File: config.mk
export PLATFORM = sky130hd
export DESIGN_NAME = dma_write_framer
export DESIGN_NICKNAME = d
export VERILOG_FILES = /design/src/rtl/dma_write_framer_pkg.sv /design/src/rtl/dma_write_framer_sync_fifo_fwft.sv /design/src/rtl/dma_write_framer.sv
export SDC_FILE = /design/constraint.sdc
export NUM_CORES = 2
export LEC_CHECK = 0
export BUFFER_PORTS_ARGS = -buffer_cell sky130_fd_sc_hd__buf_2
export CORE_MARGIN = 3
export CORE_UTILIZATION = 40
export CTS_BUF_LIST = sky130_fd_sc_hd__clkbuf_2 sky130_fd_sc_hd__clkbuf_4 sky130_fd_sc_hd__clkbuf_8
export CTS_CLUSTER_DIAMETER = 50
export DETAILED_ROUTE_END_ITERATION = 10
export HOLD_SLACK_MARGIN = 0.1
export SETUP_SLACK_MARGIN = 0.2
export SLEW_MARGIN = 20
export SYNTH_ARGS = -nofsm -noshare
export SYNTH_HDL_FRONTEND = slang
export SYNTH_SLANG_ARGS = --single-unit
export TNS_END_PERCENT = 1
File: constraint.sdc
create_clock -name clk -period 17.2 [get_ports clk]
set_clock_uncertainty 0.15 [all_clocks]
set_input_delay 0.86 -clock clk [delete_from_list [all_inputs] [get_ports clk]]
set_output_delay 0.86 -clock clk [all_outputs]
set_load 0.01 [all_outputs]
File: src/rtl/dma_write_framer_pkg.sv
// Shared definitions for the DMA write framer: FSM encoding and default widths.
`ifndef AXI_WIDTH_DATA_IN
`define AXI_WIDTH_DATA_IN 128
`endif

package dma_write_framer_pkg;

  localparam int DEFAULT_DATA_WIDTH = `AXI_WIDTH_DATA_IN;
  localparam int DEFAULT_LEN_WIDTH  = 24;
  localparam int DEFAULT_FIFO_DEPTH = 16;
  localparam int DEFAULT_FIFO_AW    = 4;

  typedef enum logic [1:0] {
    IDLE  = 2'd0,
    RUN   = 2'd1,
    DRAIN = 2'd2,
    DONE  = 2'd3
  } framer_state_t;

endpackage

File: src/rtl/dma_write_framer_sync_fifo_fwft.sv
// First-word-fall-through synchronous FIFO; head entry is always presented on dout.
module sync_fifo_fwft
  import dma_write_framer_pkg::*;
#(
  parameter int DATA_WIDTH = DEFAULT_DATA_WIDTH,
  parameter int FIFO_AW    = DEFAULT_FIFO_AW
) (
  input  logic                  clk,
  input  logic                  rst,
  input  logic                  push,
  input  logic                  pop,
  input  logic [DATA_WIDTH-1:0] din,
  output logic [DATA_WIDTH-1:0] dout,
  output logic                  full,
  output logic                  empty
);

  localparam int DEPTH = 1 << FIFO_AW;
  localparam logic [FIFO_AW-1:0] PTR_ONE = {{(FIFO_AW-1){1'b0}}, 1'b1};
  localparam logic [FIFO_AW:0]   CNT_ONE = {{FIFO_AW{1'b0}}, 1'b1};

  // Asynchronous read keeps the head visible without a read-latency bubble.
  logic [DATA_WIDTH-1:0] mem [DEPTH];
  logic [FIFO_AW-1:0]    wr_ptr_reg;
  logic [FIFO_AW-1:0]    rd_ptr_reg;
  logic [FIFO_AW:0]      count_reg;
  logic                  do_push;
  logic                  do_pop;

  assign full    = count_reg[FIFO_AW];
  assign empty   = (count_reg == '0);
  assign do_push = push && !full;
  assign do_pop  = pop && !empty;
  assign dout    = mem[rd_ptr_reg];

  always_ff @(posedge clk) begin
    if (do_push) begin
      mem[wr_ptr_reg] <= din;
    end
  end

  always_ff @(posedge clk) begin
    if (rst) begin
      wr_ptr_reg <= '0;
      rd_ptr_reg <= '0;
      count_reg  <= '0;
    end else begin
      if (do_push) begin
        wr_ptr_reg <= wr_ptr_reg + PTR_ONE;
      end
      if (do_pop) begin
        rd_ptr_reg <= rd_ptr_reg + PTR_ONE;
      end
      case ({do_push, do_pop})
        2'b10:   count_reg <= count_reg + CNT_ONE;
        2'b01:   count_reg <= count_reg - CNT_ONE;
        default: count_reg <= count_reg;
      endcase
    end
  end

endmodule

File: src/rtl/dma_write_framer.sv
// Buffers accelerator result beats, counts them against a per-layer total and frames
// the final beat with m_last, pulsing done once the DMA has accepted it.
module dma_write_framer
  import dma_write_framer_pkg::*;
#(
  parameter int DATA_WIDTH = DEFAULT_DATA_WIDTH,
  parameter int LEN_WIDTH  = DEFAULT_LEN_WIDTH,
  parameter int FIFO_DEPTH = DEFAULT_FIFO_DEPTH,
  parameter int FIFO_AW    = DEFAULT_FIFO_AW
) (
  input  logic                  clk,
  input  logic                  rst,
  input  logic                  start,
  input  logic [LEN_WIDTH-1:0]  beat_total,
  output logic                  busy,
  output logic                  done,
  input  logic [DATA_WIDTH-1:0] s_data,
  input  logic                  s_valid,
  output logic                  s_ready,
  output logic [DATA_WIDTH-1:0] m_data,
  output logic                  m_valid,
  input  logic                  m_ready,
  output logic                  m_last,
  output logic [LEN_WIDTH-1:0]  out_count
);

  localparam logic [LEN_WIDTH-1:0] LEN_ONE = {{(LEN_WIDTH-1){1'b0}}, 1'b1};

  if (FIFO_DEPTH != (1 << FIFO_AW)) begin : g_depth_check
    $error("FIFO_DEPTH must equal 2**FIFO_AW");
  end

  framer_state_t        state_reg;
  framer_state_t        state_next;
  logic [LEN_WIDTH-1:0] total_q;
  logic [LEN_WIDTH-1:0] in_cnt_reg;
  logic [LEN_WIDTH-1:0] out_count_reg;
  logic                 fifo_full;
  logic                 fifo_empty;
  logic                 s_hs;
  logic                 m_hs;
  logic                 start_ok;
  logic                 in_done;

  sync_fifo_fwft #(
    .DATA_WIDTH(DATA_WIDTH),
    .FIFO_AW   (FIFO_AW)
  ) u_fifo (
    .clk  (clk),
    .rst  (rst),
    .push (s_hs),
    .pop  (m_hs),
    .din  (s_data),
    .dout (m_data),
    .full (fifo_full),
    .empty(fifo_empty)
  );

  assign m_valid   = !fifo_empty;
  assign m_last    = m_valid && (out_count_reg == total_q - LEN_ONE);
  assign out_count = out_count_reg;
  assign s_hs      = s_valid && s_ready;
  assign m_hs      = m_valid && m_ready;
  assign start_ok  = (state_reg == IDLE) && start;
  // True when the input side has seen (or is seeing this cycle) its final beat.
  assign in_done   = s_hs ? ((in_cnt_reg + LEN_ONE) == total_q) : (in_cnt_reg == total_q);

  always_ff @(posedge clk) begin
    if (rst) begin
      state_reg <= IDLE;
    end else begin
      state_reg <= state_next;
    end
  end

  always_comb begin
    state_next = state_reg;
    case (state_reg)
      IDLE: begin
        if (start) begin
          state_next = (beat_total != '0) ? RUN : DONE;
        end
      end
      RUN: begin
        if (in_done) begin
          state_next = (m_hs && m_last) ? DONE : DRAIN;
        end
      end
      DRAIN: begin
        if (m_hs && m_last) begin
          state_next = DONE;
        end
      end
      DONE:    state_next = IDLE;
      default: state_next = IDLE;
    endcase
  end

  always_comb begin
    busy    = 1'b1;
    done    = 1'b0;
    s_ready = 1'b0;
    case (state_reg)
      IDLE:    busy = 1'b0;
      RUN:     s_ready = !fifo_full && (in_cnt_reg != total_q);
      DRAIN:   s_ready = 1'b0;
      DONE:    done = 1'b1;
      default: busy = 1'b1;
    endcase
  end

  always_ff @(posedge clk) begin
    if (rst) begin
      total_q       <= '0;
      in_cnt_reg    <= '0;
      out_count_reg <= '0;
    end else if (start_ok) begin
      total_q       <= beat_total;
      in_cnt_reg    <= '0;
      out_count_reg <= '0;
    end else begin
      if (s_hs) begin
        in_cnt_reg <= in_cnt_reg + LEN_ONE;
      end
      if (m_hs) begin
        out_count_reg <= out_count_reg + LEN_ONE;
      end
    end
  end

endmodule

==> flow_summary.json <==
{
  "clock.fmax_mhz": 141.1,
  "wirelength_um": 196700,
  "fin_tns_setup_ns": 0,
  "cp_max_fo": 110,
  "cp.arrival_ns": 6.08,
  "finalMaxSlewViolations": 0,
  "finalSetupViolCount": 0,
  "ir_worst_vdd_uv": 92.22,
  "clk_pin_slew_ns": 0.05,
  "grt_antenna_before_repair": 34,
  "clockBufferDepth": 4,
  "p_leak_nw": 29.82,
  "clock_sinks": 2139,
  "die_x_um": 459.9,
  "drive_gt1_share_pct": 35.12,
  "yosysTopAreaCell": "edfxtp_1",
  "tightestPinTransition_ns": 1.094,
  "dp_hpwl_um": 101100,
  "async_flop_share_pct": 0,
  "status": "complete, no violations",
  "worstSetupPathType": "register to output pin",
  "p_per_area_nw_per_um2": 130.1,
  "crit_required_ns": 16.19,
  "rr_startpoint": "total_q[5]",
  "synth_edf_count": 2048,
  "seqCellArea_um2": 63340,
  "min_to": "state_reg[1]",
  "cts_tree": "built",
  "die_y_um": 459.9,
  "io_pins": 314,
  "gp_congestion": 0.8498,
  "ys_top_cells_by_area": "edfxtp_1, mux4_2, dfxtp_1, xnor2_1, xor2_1",
  "grt_pass1_vias": 41796,
  "postCtsSetupRepairBufs": 0,
  "reg2reg_to": "u_fifo.mem[6][100]",
  "ff2ff_path_depth": 10,
  "cts-root-buf": "clkbuf_8",
  "nets": 4515,
  "start_util_pct": 40.49,
  "vias": 40246,
  "overflow": 0,
  "top_register": "u_fifo.mem",
  "hold_violations": 0,
  "rsz0062_at_grt": "no",
  "ys_types": 72,
  "grt_pass1_wl_um": 289200,
  "numPortBuffers": 313,
  "fillers": 16770,
  "multi_input_area_um2": 18400,
  "num_rows": 165,
  "dieArea_um2": 211500,
  "fp.coreArea_um2": 203600,
  "synth_nets": 3796,
  "htreeDepth": 5,
  "reg2reg_slack_ns": 11.44,
  "cts_resized": 0,
  "ys_warn_count": 0,
  "hold_path_class": "input port to register",
  "drt-pass1-iter-count": 5,
  "synth_cells": 3621,
  "routedWlPerCell_um": 26.97,
  "grt_usage_pct": 18.55,
  "worstHoldStart": "start",
  "power_mw": 12.50,
  "most-common-layout-cells": "edfxtp_1, mux4_2, clkbuf_8, buf_2, dlygate4sd3_1",
  "layout_commonest_cell": "edfxtp_1",
  "drc": 0,
  "min_path_cells": 4,
  "period_share_pct": 41.21,
  "maxCapViolations": 0,
  "drtAntennaViolNets": 0,
  "period_minus_slack_ns": 7.089,
  "synth-seq-cells": 2139,
  "crit_path_end_kind": "output pin",
  "area_delta_synth_final_pct": 16.54,
  "syn_area_um2": 82420,
  "insertion_delay_ns": 0.99,
  "avgSynthCellArea_um2": 22.76,
  "drt_iter0_markers": 3657,
  "synth_top_area_share_pct": 74.61,
  "cts_buffers": 369,
  "seq_area_frac_synth_pct": 76.82,
  "via_per_inst": 5.520,
  "cp-start-kind": "register",
  "synth_flop_cell": "edfxtp_1",
  "cts_hold_buffers": 152,
  "relSlewSlack_pct": 27.06,
  "grt_start_max_net_pins": 151,
  "largest_reg_flops": 2048
}
-- metal layers --
metal  routed length [µm]  global-route usage [%]
met1                83760                   25.96
met4                 3890                   4.833
met3                12430                   3.761
met2                96480                   29.90
met5                  109                       0
-- cell type report --
class,count,share of cell area (%)
repair buffers,540,3.938
multi-input cells,1273,19.15
well taps,2672,3.480
clock buffers,489,6.264
clock inverters,146,1.124
flip-flops and latches,2139,65.93
diodes,15,0.03908
inverters,17,0.06643
-- power breakdown --
part | switching (mW) | internal [mW]
clock network | 1.97 | 2.49
logic | 1.06 | 1.10
registers | 0.0692 | 5.79
-- cells in the mapped netlist (23+ instances only) --
cell / n
buf_1: 55
xnor2_1: 57
a21oi_1: 59
xor2_1: 55
nor2_1: 104
nand3_1: 29
nand2_1: 92
nand4_1: 23
clkbuf_1: 120
dfxtp_1: 91
mux4_2: 631
edfxtp_1: 2048
-- per-stage QoR --
step	hold WS, ns	setup WS [ns]	instance area [µm²]	utilization, %	std cells
6_report	0.2668	10.11	96060	47.19	7291
3_5_place_dp	0.3570	10.87	87400	42.94	6489
4_1_cts	0.1124	9.735	96020	47.17	7276
5_1_grt	0.1890	9.398	96030	47.18	7280
3_3_place_gp	0.3364	10.92	87350	42.91	6487
2_1_floorplan	0.3205	5.807	82420	-	3621
-- worst max-delay path: stages, from the launching register on --
cell and delay (ns):
dfxtp_4 0.53, buf_12 0.69, buf_12 0.63, buf_4 0.78
buf_4 0.83, mux4_2 0.60, mux4_2 0.57, buf_2 0.18
-- worst max path at each step --
| stage | end | slack [ns] |
|---|---|---|
| finish | m_data[105] | 10.11 |
| detailed placement | m_data[71] | 10.87 |
| floorplan | u_fifo.mem[3][0] | 5.81 |
| CTS | m_data[71] | 9.74 |
| global placement | m_data[105] | 10.92 |
| global route | m_data[105] | 9.40 |
-- logic make-up (layout without fill, tap and decap cells) --
family	after synthesis	count (layout)	share of synthesized area, %
multiplexers	644	644	17.40
AND/OR/NAND/NOR	357	357	2.180
other	0	15	0
buffers and inverters	209	1192	0.9882
AO/OA/AOI/OAI	141	141	1.116
adder cells (fa/ha/maj)	18	18	0.2823
XOR/XNOR	113	113	1.210
flip-flops	2139	2139	76.82
Note: power is estimated with default switching activity, not from simulation.
